===== src/rtl/hazard_if.sv =====
// Pipeline hazard bundle: ID/EX instruction fields in, pipeline control out.
interface hazard_if;
  logic [3:0]  id_op1;
  logic [3:0]  id_op2;
  logic [3:0]  ex_op1;
  logic [1:0]  ex_regwrite;
  logic        ex_memread;
  logic        id_branch;
  logic        branch_taken;
  logic        id_muldiv;
  logic        pc_write;
  logic        ifid_write;
  logic        idex_bubble;
  logic        ifid_flush;
  logic [1:0]  hz_state;
  logic [15:0] stall_total;

  // Pipeline side: drives the instruction fields, observes control
  modport master (
    output id_op1, id_op2, ex_op1, ex_regwrite, ex_memread,
           id_branch, branch_taken, id_muldiv,
    input  pc_write, ifid_write, idex_bubble, ifid_flush, hz_state, stall_total
  );

  // Hazard unit side
  modport slave (
    input  id_op1, id_op2, ex_op1, ex_regwrite, ex_memread,
           id_branch, branch_taken, id_muldiv,
    output pc_write, ifid_write, idex_bubble, ifid_flush, hz_state, stall_total
  );
endinterface


===== src/rtl/hazard_unit.sv =====
// Hazard detection unit: load-use / branch-dependency stalls, taken-branch
// flush and multi-cycle multiply/divide occupancy of EX.
module hazard_unit #(
  parameter int unsigned MULDIV_CYCLES = 4
) (
  input logic    clk,
  input logic    rst_n,
  hazard_if.slave hz
);

  typedef enum logic [1:0] {
    RUN     = 2'b00,
    STALL   = 2'b01,
    MD_BUSY = 2'b10
  } hz_state_e;

  // First busy-cycle count after a muldiv issues; busy lasts MULDIV_CYCLES-1 cycles
  localparam logic [3:0] MD_LOAD = 4'(MULDIV_CYCLES - 2);

  hz_state_e   state_r;
  hz_state_e   state_nxt_s;
  logic [3:0]  cnt_r;
  logic [3:0]  cnt_nxt_s;
  logic [1:0]  hz_len_s;
  logic        stall_s;
  logic        flush_s;
  logic [15:0] stall_total_r;
  logic        match1_s;
  logic        match2_s;

  assign match1_s = (hz.ex_op1 == hz.id_op1);
  assign match2_s = (hz.ex_op1 == hz.id_op2);

  // Hazard length seen by the ID instruction, highest priority first
  always_comb begin
    hz_len_s = 2'd0;
    if (hz.id_branch && hz.ex_memread && match1_s) begin
      hz_len_s = 2'd2;
    end else if (hz.ex_memread && (match1_s || match2_s)) begin
      hz_len_s = 2'd1;
    end else if (hz.id_branch && hz.ex_regwrite[1] && match1_s) begin
      hz_len_s = 2'd1;
    end else begin
      hz_len_s = 2'd0;
    end
  end

  // Next state, counter update and raw stall/flush decisions
  always_comb begin
    state_nxt_s = state_r;
    cnt_nxt_s   = cnt_r;
    stall_s     = 1'b0;
    flush_s     = 1'b0;
    case (state_r)
      RUN: begin
        if (hz_len_s != 2'd0) begin
          stall_s   = 1'b1;
          cnt_nxt_s = {2'b00, hz_len_s} - 4'd1;
          if (hz_len_s > 2'd1) begin
            state_nxt_s = STALL;
          end else begin
            state_nxt_s = RUN;
          end
        end else if (hz.id_branch) begin
          // branch wins over an (illegal) simultaneous muldiv
          flush_s = hz.branch_taken;
        end else if (hz.id_muldiv) begin
          cnt_nxt_s   = MD_LOAD;
          state_nxt_s = MD_BUSY;
        end else begin
          state_nxt_s = RUN;
        end
      end
      STALL: begin
        stall_s = 1'b1;
        if (cnt_r <= 4'd1) begin
          state_nxt_s = RUN;
        end else begin
          state_nxt_s = STALL;
        end
        if (cnt_r != 4'd0) begin
          cnt_nxt_s = cnt_r - 4'd1;
        end else begin
          cnt_nxt_s = 4'd0;
        end
      end
      MD_BUSY: begin
        stall_s = 1'b1;
        if (cnt_r == 4'd0) begin
          state_nxt_s = RUN;
          cnt_nxt_s   = 4'd0;
        end else begin
          state_nxt_s = MD_BUSY;
          cnt_nxt_s   = cnt_r - 4'd1;
        end
      end
      default: begin
        state_nxt_s = RUN;
        cnt_nxt_s   = 4'd0;
      end
    endcase
  end

  // Pipeline control outputs; reset forces a held, bubbled pipeline
  always_comb begin
    hz.pc_write    = 1'b0;
    hz.ifid_write  = 1'b0;
    hz.idex_bubble = 1'b1;
    hz.ifid_flush  = 1'b0;
    if (!rst_n) begin
      hz.pc_write    = 1'b0;
      hz.ifid_write  = 1'b0;
      hz.idex_bubble = 1'b1;
      hz.ifid_flush  = 1'b0;
    end else begin
      hz.pc_write    = ~stall_s;
      hz.ifid_write  = ~stall_s;
      hz.idex_bubble = stall_s;
      hz.ifid_flush  = flush_s;
    end
  end

  assign hz.hz_state    = state_r;
  assign hz.stall_total = stall_total_r;

  // State and counter registers
  always_ff @(posedge clk or negedge rst_n) begin
    if (!rst_n) begin
      state_r <= RUN;
      cnt_r   <= 4'd0;
    end else begin
      state_r <= state_nxt_s;
      cnt_r   <= cnt_nxt_s;
    end
  end

  // Saturating count of stalled cycles
  always_ff @(posedge clk or negedge rst_n) begin
    if (!rst_n) begin
      stall_total_r <= 16'd0;
    end else if (stall_s && (stall_total_r != 16'hFFFF)) begin
      stall_total_r <= stall_total_r + 16'd1;
    end else begin
      stall_total_r <= stall_total_r;
    end
  end

endmodule


===== src/flat_wrapper.sv =====
// flat-port wrapper written by rule: the top's interface ports become plain ports
module hazard_unit_flat 
#(
  parameter int unsigned MULDIV_CYCLES = 4
)
  (clk, rst_n, hz_id_op1, hz_id_op2, hz_ex_op1, hz_ex_regwrite, hz_ex_memread, hz_id_branch, hz_branch_taken, hz_id_muldiv, hz_pc_write, hz_ifid_write, hz_idex_bubble, hz_ifid_flush, hz_hz_state, hz_stall_total);
  hazard_if hz_i ();
  input logic clk;
  input logic rst_n;
  input wire logic [$bits(hz_i.id_op1)-1:0] hz_id_op1;
  input wire logic [$bits(hz_i.id_op2)-1:0] hz_id_op2;
  input wire logic [$bits(hz_i.ex_op1)-1:0] hz_ex_op1;
  input wire logic [$bits(hz_i.ex_regwrite)-1:0] hz_ex_regwrite;
  input wire logic [$bits(hz_i.ex_memread)-1:0] hz_ex_memread;
  input wire logic [$bits(hz_i.id_branch)-1:0] hz_id_branch;
  input wire logic [$bits(hz_i.branch_taken)-1:0] hz_branch_taken;
  input wire logic [$bits(hz_i.id_muldiv)-1:0] hz_id_muldiv;
  output wire logic [$bits(hz_i.pc_write)-1:0] hz_pc_write;
  output wire logic [$bits(hz_i.ifid_write)-1:0] hz_ifid_write;
  output wire logic [$bits(hz_i.idex_bubble)-1:0] hz_idex_bubble;
  output wire logic [$bits(hz_i.ifid_flush)-1:0] hz_ifid_flush;
  output wire logic [$bits(hz_i.hz_state)-1:0] hz_hz_state;
  output wire logic [$bits(hz_i.stall_total)-1:0] hz_stall_total;
  assign hz_i.id_op1 = hz_id_op1;
  assign hz_i.id_op2 = hz_id_op2;
  assign hz_i.ex_op1 = hz_ex_op1;
  assign hz_i.ex_regwrite = hz_ex_regwrite;
  assign hz_i.ex_memread = hz_ex_memread;
  assign hz_i.id_branch = hz_id_branch;
  assign hz_i.branch_taken = hz_branch_taken;
  assign hz_i.id_muldiv = hz_id_muldiv;
  assign hz_pc_write = hz_i.pc_write;
  assign hz_ifid_write = hz_i.ifid_write;
  assign hz_idex_bubble = hz_i.idex_bubble;
  assign hz_ifid_flush = hz_i.ifid_flush;
  assign hz_hz_state = hz_i.hz_state;
  assign hz_stall_total = hz_i.stall_total;
  hazard_unit #(.MULDIV_CYCLES(MULDIV_CYCLES)) u_core (.clk(clk), .rst_n(rst_n), .hz(hz_i));
endmodule

===== config.mk =====
export PLATFORM = sky130hd
export DESIGN_NAME = hazard_unit_flat
export DESIGN_NICKNAME = d
export VERILOG_FILES = /design/src/rtl/hazard_if.sv /design/src/rtl/hazard_unit.sv /design/src/flat_wrapper.sv
export SDC_FILE = /design/constraint.sdc
export NUM_CORES = 1
export LEC_CHECK = 0
export BUFFER_PORTS_ARGS = -buffer_cell sky130_fd_sc_hd__buf_2
export CAP_MARGIN = 30
export CORE_UTILIZATION = 45
export CTS_CLUSTER_SIZE = 24
export DETAILED_ROUTE_END_ITERATION = 16
export PLACE_DENSITY = 0.74
export SLEW_MARGIN = 0
export SYNTH_ARGS = -nofsm -noshare
export SYNTH_HDL_FRONTEND = slang
export SYNTH_SLANG_ARGS = --single-unit
export TNS_END_PERCENT = 1

===== constraint.sdc =====
create_clock -name clk -period 1.85 [get_ports clk]
set_input_delay 0.2775 -clock clk [delete_from_list [all_inputs] [get_ports clk]]
set_output_delay 0.2775 -clock clk [all_outputs]
set_load 0.05 [all_outputs]

# After elaboration in Yosys (flattened, before gate mapping)
# Index checks and enable logic that the tools add are counted.
# word_totals
ff_bits	22
out_inout_bits	22
word_cells	53
# op_classes
order_cmp	2
mux	24
bitwise_logic	1
n_addsub	3
eq_ne	7
reduce_logical	13
# ops
operator	n
4-bit 2-to-1 mux	5
16-bit by 1-bit adder with 16-bit output, second input constant	1
16-bit inequality test, second input constant	1
2-bit 2-to-1 mux	6
4-bit one-hot mux with 3 select lines	1
1-bit 2-to-1 mux	10
4-bit equality test	2
1-bit logical AND	6
3-bit by 2-bit inequality test with 1-bit output, second input constant	2
2-bit one-hot mux with 3 select lines	1
4-bit by 1-bit <= comparator with 1-bit output, second input constant	1
4-bit zero test	1
4-bit nonzero test	1
4-bit by 1-bit subtractor with 4-bit output, second input constant	1
2-bit by 1-bit subtractor with 3-bit output, second input constant	1
2-bit by 1-bit equality test with 1-bit output, second input constant	1
2-bit equality test, second input constant	1
2-bit by 1-bit > comparator with 1-bit output, second input constant	1
2-bit zero test	1
1-bit one-hot mux with 2 select lines	1
2-bit AND reduction	1
2-bit nonzero test	1
2-bit OR reduction	1
1-bit logical OR	1
1-bit NOT	1

# Longest topological paths before layout
# Gate-level depths: netlist of the first run.
# depth
word_depth	10
depth_mapped	7
depth_no_buf	6

# Least setup slack after synthesis of the first run
# OpenSTA, ideal clock, no wires.
# synth_timing
path_type	flip-flop to output port
start	register u_core.state_r[0] (netlist: u_core.hz.hz_state[0])
end	output hz_idex_bubble
slack_ns	-1.053
t_arrival_ns	2.626
path_stages_with_launch	8
path_cell_list	dfrtp_1 -> inv_1 -> ha_1 -> and2_1 -> a221oi_2 -> buf_6 -> o21a_1 -> inv_1
# synth_between
elab_chain_len	4
word_cells_on_any_way	6
# synth_lines
element	line	source
start, declared	hazard_unit.sv:20	hz_state_e state_r;
start signal, assigned	hazard_unit.sv:132	state_r <= state_nxt_s;
2-bit by 1-bit equality test with 1-bit output / 2-bit equality test (equally long branches)	hazard_unit.sv:54	case (state_r)
2-bit OR reduction (no source line)	-	
1-bit one-hot mux with 2 select lines (*)	hazard_unit.sv:54	
1-bit 2-to-1 mux (*)	hazard_unit.sv:110	if (!rst_n) begin
end, declared	flat_wrapper.sv:20	output wire logic [$bits(hz_i.idex_bubble)-1:0] hz_idex_bubble;
# Mark *: on every way between the ends. The rest lies on a longest branch, timed or not.

# Worst setup path after layout of the first run
# layout_timing
start	register u_core.state_r[1] (netlist: u_core.hz.hz_state[1])
end	output hz_idex_bubble
# The elaborated chain is that of the path after synthesis.

==> summary.txt, run 1 <==
Outcome
  – Status: finished with violations
  – Failing checks: setup timing

Yosys
  – Post-synth top area share: 0.3803
  – Sequential area share after synthesis: 0.3803
  – Synth Warn #: 0
  – Area leader, netlist: dfrtp_1
  – Synth cell count leaders: dfrtp_1 (22), xor2_1 (19), nand2_1 (11)
  – Synth Area in Compound Gates: 0.1115
  – Number of synthesized flops with an enable pin: 0
  – Most frequent cell after synthesis: dfrtp_1
  – Post-synthesis mux area share: 0.03889
  – Simple-Gate Fraction of Synth Area: 0.2714
  – Cell variety after synth: 40
  – Synth area leaders: dfrtp_1 (38%), xor2_1 (11%), nor4_2 (6.1%)
  – Post-Syn Nets: 167
  – Adder-Cell Fraction of Synth Area: 0.04322
  – Post-Syn Area per Cell: 10.19 µm²
  – Largest family of logic cells by synthesized area: simple AND/OR/NAND/NOR gates
  – Number of synthesized register bits: 22
  – Post-Synthesis Cells: 142
  – Mapped Area: 1448 µm²
  – Synth Area in XOR/XNOR: 0.1210
  – Async S/R FF share, synth: 1.000
  – Synth Flop Type: dfrtp_1

Timing
  – Worst-margin pin slew: 0.3566 ns
  – Worst Skew: 0.01798 ns
  – Tmin final: 2.143 ns
  – Peak Freq: 466.7 MHz
  – Final worst slack: -0.2929 ns
  – Unrepaired setup endpoints after global routing: true
  – Max-slew headroom: 0.7605
  – Final setup vio count: 11
  – Final hold violations: 0
  – Final period util: 1.158
  – Max-slew violations: 0

Setup path
  – Reg2reg end: u_core.hz.stall_total[9]$_DFFE_PN0P_
  – Slowest CP cell: dfrtp_2
  – Largest stage delay, worst path: 0.39 ns
  – Worst Path Arrival: 1.87 ns
  – Reg-to-reg startpoint: u_core.hz.hz_state[1]$_DFFE_PN0P_
  – Critical Path RT: 1.57 ns
  – CP Max Fanout: 3
  – Worst setup SP type: flip-flop
  – Top Family by Delay on Critical Path: compound AO/OA/AOI/OAI gates
  – Nature of the critical path endpoint: output pin
  – Worst path cell trace: inv_2 > ha_4 > and2_4 > a221oi_4 > buf_12 > o21a_4 > clkinvlp_4 > buf_6
  – Crit. Startpoint: u_core.hz.hz_state[1]$_DFFE_PN0P_
  – Last element of the critical path: hz_idex_bubble
  – CP Class: reg2out
  – WP depth: 8
  – Buf+Inv Stages, Crit Path: 4
  – FF-to-FF setup slack: -0.15 ns
  – R2R depth: 9

Power and ir drop
  – Static leakage: 0.0009850 µW
  – Power Density: 1236 nW/µm²
  – Peak VDD IR: 0.9777 mV
  – Total power: 2555 µW

Layout
  – Share of cells above drive strength 1: 0.4783
  – Multi-input logic area: 955.9 µm²
  – Design area: 2067 µm²
  – Final Util: 0.6770
  – Ant. Diodes: 0
  – Register area: 553.0 µm²
  – P&R area growth vs syn: 42.78%
  – # nets final: 233
  – Fillers: 254

Global routing
  – Global-route usage over all layers: 0.2114
  – Initial antenna violation count: 0
  – Largest net degree at the start of global routing: 14
  – Vias in the first global route: 1274
  – First-pass GRT wire length: 5540 µm
  – Grt ovf: 0

Clock tree
  – Worst-Skew Late Latency: 0.33 ns
  – CTS sink count: 22
  – Clock Pin Slew Worst Setup and Hold Paths: 0.13 ns
  – CTS buffer count: 3
  – Root buffer cell: clkbuf_4
  – Clock Tree Buf Depth: 2
  – CTS tree: done
  – H-Tree Depth: 1

Routing
  – Drt total wl: 3454 µm
  – Drt pass-1 iters: 4
  – DR WL/cell: 13.76 µm
  – DRC viols: 0
  – Vias per std cell: 5.195
  – Iteration-0 DRC count of the detailed router: 61
  – Via count: 1304
  – Final antenna-violating net count: 0

Min path
  – Worst hold stages: 3
  – Hold crit path type: in2reg

Floorplanning
  – Core area: 3053 µm²
  – Initial core utilization: 0.4742
  – DIE WIDTH: 58.72 µm
  – Die Area: 3448 µm²
  – Top Ports: 42
  – # rows: 20
  – Die Height: 58.72 µm

Job
  – Max Cap Violations: 0

Placed design
  – PortBufs: 40
  – DP HPWL: 2640 µm
  – Placed cell areas: 1904 µm²
  – Routability cong.: 0.8397
-- state kept, by name (all words and copies together) (netlist names) --
signal / cells
u_core.hz.stall_total: 16
u_core.cnt_r: 4
u_core.hz.hz_state: 2
-- power breakdown --
group | switching [µW] | internal (µW)
clock network | 156 | 220
logic | 879 | 596
registers | 118 | 586
-- metal layers --
layer	GRT usage	wire length (µm)	up-vias
met5	0	0	-
met1	0.2514	1444	626
met3	0.04615	112	5
met2	0.3847	1866	25
met4	0.05102	31	0
li1	-	-	648
-- cell families (layout without fill, tap and decap cells) --
family | Yosys count | count (layout)
AO/OA/AOI/OAI | 21 | 21
flip-flops | 22 | 22
adder cells (fa/ha/maj) | 5 | 5
AND/OR/NAND/NOR | 59 | 59
buffers and inverters | 10 | 75
XOR/XNOR | 20 | 20
multiplexers | 5 | 5
-- layout by cell type, fill, tap and decap left out, types with 4 or more instances in the layout --
| cell type | Yosys | layout |
|---|---|---|
| buf_2 | 0 | 36 |
| buf_4 | 1 | 24 |
| dfrtp_1 | 22 | 20 |
| xor2_1 | 19 | 19 |
| nand2_1 | 11 | 10 |
| nor3_1 | 7 | 6 |
| nor4_2 | 7 | 5 |
| nand3_1 | 5 | 5 |
| o21ai_0 | 6 | 5 |
| and2_1 | 6 | 4 |
| mux2_2 | 4 | 4 |
-- per-stage QoR --
step	setup WS, ns	cells	hold WS (ns)	TNS [ns]
floorplan	-0.4482	142	-0.01809	-2.309
global placement	-0.1956	245	0.3034	-1.876
detailed placement	-0.2659	245	0.3083	-3.228
CTS	-0.3263	251	0.2766	-1.519
global route	-0.3834	251	0.2961	-2.753
finish	-0.2929	251	0.2943	-1.391
-- layout make-up --
class | count | area share
inverter | 6 | 0.01271
tap | 44 | 0.02663
clock buffer | 3 | 0.01090
timing repair buffer | 65 | 0.2052
clock inverter | 1 | 0.01453
multi-input combinational | 110 | 0.4625
sequential | 22 | 0.2676
-- worst min-delay path, delay by kind of cell --
| kind | cells | cell delay, ns |
|---|---|---|
| buf+inv | 2 | 0.23 |
| compound gates | 1 | 0.09 |
-- worst min path at each step --
stage | slack [ns] | start | to
2_1_floorplan | -0.02 | rst_n | u_core.cnt_r[0]$_DFFE_PN0P_
3_3_place_gp | 0.30 | rst_n | u_core.hz.stall_total[15]$_DFFE_PN0P_
3_5_place_dp | 0.31 | rst_n | u_core.hz.stall_total[14]$_DFFE_PN0P_
4_1_cts | 0.28 | hz_id_branch | u_core.hz.hz_state[1]$_DFFE_PN0P_
5_1_grt | 0.30 | hz_id_branch | u_core.hz.hz_state[1]$_DFFE_PN0P_
6_report | 0.29 | hz_id_branch | u_core.hz.hz_state[1]$_DFFE_PN0P_
-- timing repair --
action / CTS / global route
pin swaps: 2 / 2
hold buffers: 1 / 0
cloned: 0 / 0
resized for setup: 13 / 7
hold endpoints to repair: 22 / 0
setup endpoints to repair: 4 / 20
buffers inserted: 1 / 0
(Power assumes the default switching activity.)
==> run 2: changes to the inputs <==
--- a/config.mk
+++ b/config.mk
@@ -8,4 +8,5 @@
 export BUFFER_PORTS_ARGS = -buffer_cell sky130_fd_sc_hd__buf_2
 export CAP_MARGIN = 30
+export CORE_ASPECT_RATIO = 1.1
 export CORE_UTILIZATION = 45
 export CTS_CLUSTER_SIZE = 24
==> constraint.sdc (replaced) <==
create_clock -name clk -period 1.85 [get_ports clk]
set_input_delay 0.0925 -clock clk [delete_from_list [all_inputs] [get_ports clk]]
set_output_delay 0.0925 -clock clk [all_outputs]
set_load 0.05 [all_outputs]
==> summary.txt, run 2 (synthesized netlist as in run 1, its figures left out) <==
Layout
  – Largest register FFs: 16
  – Final Util: 0.6646
  – Most common cell after layout, fill and taps aside: buf_2
  – Design area: 2026 µm²
  – # nets final: 226
  – Fillers: 249
  – P&R area growth vs syn: 39.93%
  – Commonest non-fill, non-tap cells in the layout: buf_2 (36), dfrtp_1 (20), xor2_1 (19)
  – Ant. Diodes: 0
  – Share of cells above drive strength 1: 0.4800

Setup path
  – Reg-to-reg startpoint: u_core.hz.hz_state[1]$_DFFE_PN0P_
  – Last element of the critical path: hz_idex_bubble
  – Critical Path RT: 1.76 ns
  – Reg2reg end: u_core.hz.stall_total[9]$_DFFE_PN0P_
  – Nature of the critical path endpoint: output pin
  – FF-to-FF setup slack: -0.09 ns
  – Worst setup SP type: flip-flop
  – CP Max Fanout: 3
  – R2R depth: 9
  – CP Class: reg2out
  – Worst Path Arrival: 1.85 ns
  – Crit. Startpoint: u_core.hz.hz_state[1]$_DFFE_PN0P_

Routing
  – Iteration-0 DRC count of the detailed router: 42
  – Drt total wl: 3479 µm
  – DRC viols: 0
  – DR WL/cell: 14.87 µm
  – Via count: 1307
  – Final antenna-violating net count: 0
  – Vias per std cell: 5.585
  – Drt pass-1 iters: 4

Timing
  – Peak Freq: 513.9 MHz
  – Final period util: 1.052
  – Final setup vio count: 7
  – Max-slew violations: 0
  – Tmin final: 1.946 ns
  – Unrepaired setup endpoints after global routing: true
  – Worst Skew: 0.004230 ns
  – Max-slew headroom: 0.6795
  – Final hold violations: 0
  – Worst-margin pin slew: 0.4791 ns
  – Final worst slack: -0.09572 ns

Clock tree
  – CTS tree: done
  – Root buffer cell: clkbuf_4
  – Worst-Skew Late Latency: 0.31 ns
  – Clock Tree Buf Depth: 2
  – CTS buffer count: 3
  – H-Tree Depth: 1
  – CTS sink count: 22
  – Clock Pin Slew Worst Setup and Hold Paths: 0.13 ns

Outcome
  – Status: finished with violations
  – Failing checks: setup timing

Floorplanning
  – DIE WIDTH: 56.08 µm
  – # rows: 21
  – Die Height: 61.49 µm
  – Core area: 3048 µm²
  – Initial core utilization: 0.4750
  – Top Ports: 42
  – Die Area: 3448 µm²

Power and ir drop
  – Switching Fraction: 0.4712
  – Combinational share of power: 0.603
  – P_sw: 1158 µW
  – Clk network pwr share: 0.110
  – Peak VDD IR: 0.9310 mV
  – Sequential group share of total power: 0.287
  – Int Pwr: 1300 µW
  – Static leakage: 0.0009525 µW
  – Power Density: 1214 nW/µm²

Min path
  – Hold crit path type: in2reg

Global routing
  – Grt ovf: 0
  – Vias in the first global route: 1274
  – Global-route usage over all layers: 0.2038
  – Largest net degree at the start of global routing: 14
  – First-pass GRT wire length: 5457 µm
  – Initial antenna violation count: 0

Placed design
  – Placed cell areas: 1817 µm²
  – DP HPWL: 2514 µm
  – Routability cong.: 0.7928
  – PortBufs: 40

Job
  – Max Cap Violations: 0
## run 2: worst min-delay path by stage
| stage | start | end | cells after the start |
|---|---|---|---|
| 6_report | hz_id_branch | u_core.hz.hz_state[1]$_DFFE_PN0P_ | 2 |
| 5_1_grt | hz_id_branch | u_core.hz.hz_state[1]$_DFFE_PN0P_ | 2 |
| 4_1_cts | hz_id_branch | u_core.hz.hz_state[1]$_DFFE_PN0P_ | 2 |
| 3_5_place_dp | rst_n | u_core.hz.stall_total[13]$_DFFE_PN0P_ | 1 |
| 3_3_place_gp | rst_n | u_core.hz.stall_total[12]$_DFFE_PN0P_ | 1 |
| 2_1_floorplan | rst_n | u_core.cnt_r[0]$_DFFE_PN0P_ | 0 |
## run 2: worst max-delay path, stage by stage (launching register included)
cell        delay (ns)
dfrtp_2           0.41
inv_4             0.05
ha_4              0.16
and2_4            0.14
a221oi_4          0.30
buf_12            0.14
o21a_4            0.14
clkinvlp_4        0.07
buf_6             0.15
## run 2: area by class of cell
class | instances | area [µm²] | area share
Tap cell | 34 | 42.54 | 0.02100
Sequential cell | 22 | 553.0 | 0.2730
Inverter | 6 | 28.78 | 0.01421
Clock buffer | 4 | 36.28 | 0.01791
Multi-Input combinational cell | 110 | 989.7 | 0.4886
Timing Repair Buffer | 58 | 375.4 | 0.1853
## run 2: stage by stage
stage	TNS (ns)	total power (µW)	worst slack, ns	hold WS (ns)	std cells
CTS	-0.6017	2426	-0.1237	0.08557	234
global route	-1.415	2599	-0.1644	0.1136	234
global placement	0	1929	0.02815	-0.01835	225
detailed placement	-0.02894	1981	-0.01687	-0.01381	225
floorplan	-1.591	1636	-0.2632	-0.2031	142
finish	-0.4507	2458	-0.09572	0.09947	234
## run 2: per-layer routing
layer / wire [µm] / GRT usage
met5: 0 / 0
met1: 1474 / 0.2451
met2: 1872 / 0.3844
met3: 101 / 0.02941
met4: 31 / 0.06272
## run 2: power by group through the flow
stage	sequential [µW]	clock [µW]	combinational [µW]
2_1_floorplan	982	0	654
6_report	706	270	1480
3_5_place_dp	710	0	1270
3_3_place_gp	698	0	1230
4_1_cts	699	282	1440
5_1_grt	724	292	1580
## run 2: timing repair
action | in CTS | in global routing
pin swaps | 4 | 4
hold buffers | 1 | 0
hold endpoints to repair | 22 | 0
setup buffers | 4 | 0
gates resized for setup | 20 | 7
endpoints found under the setup margin | 5 | 18
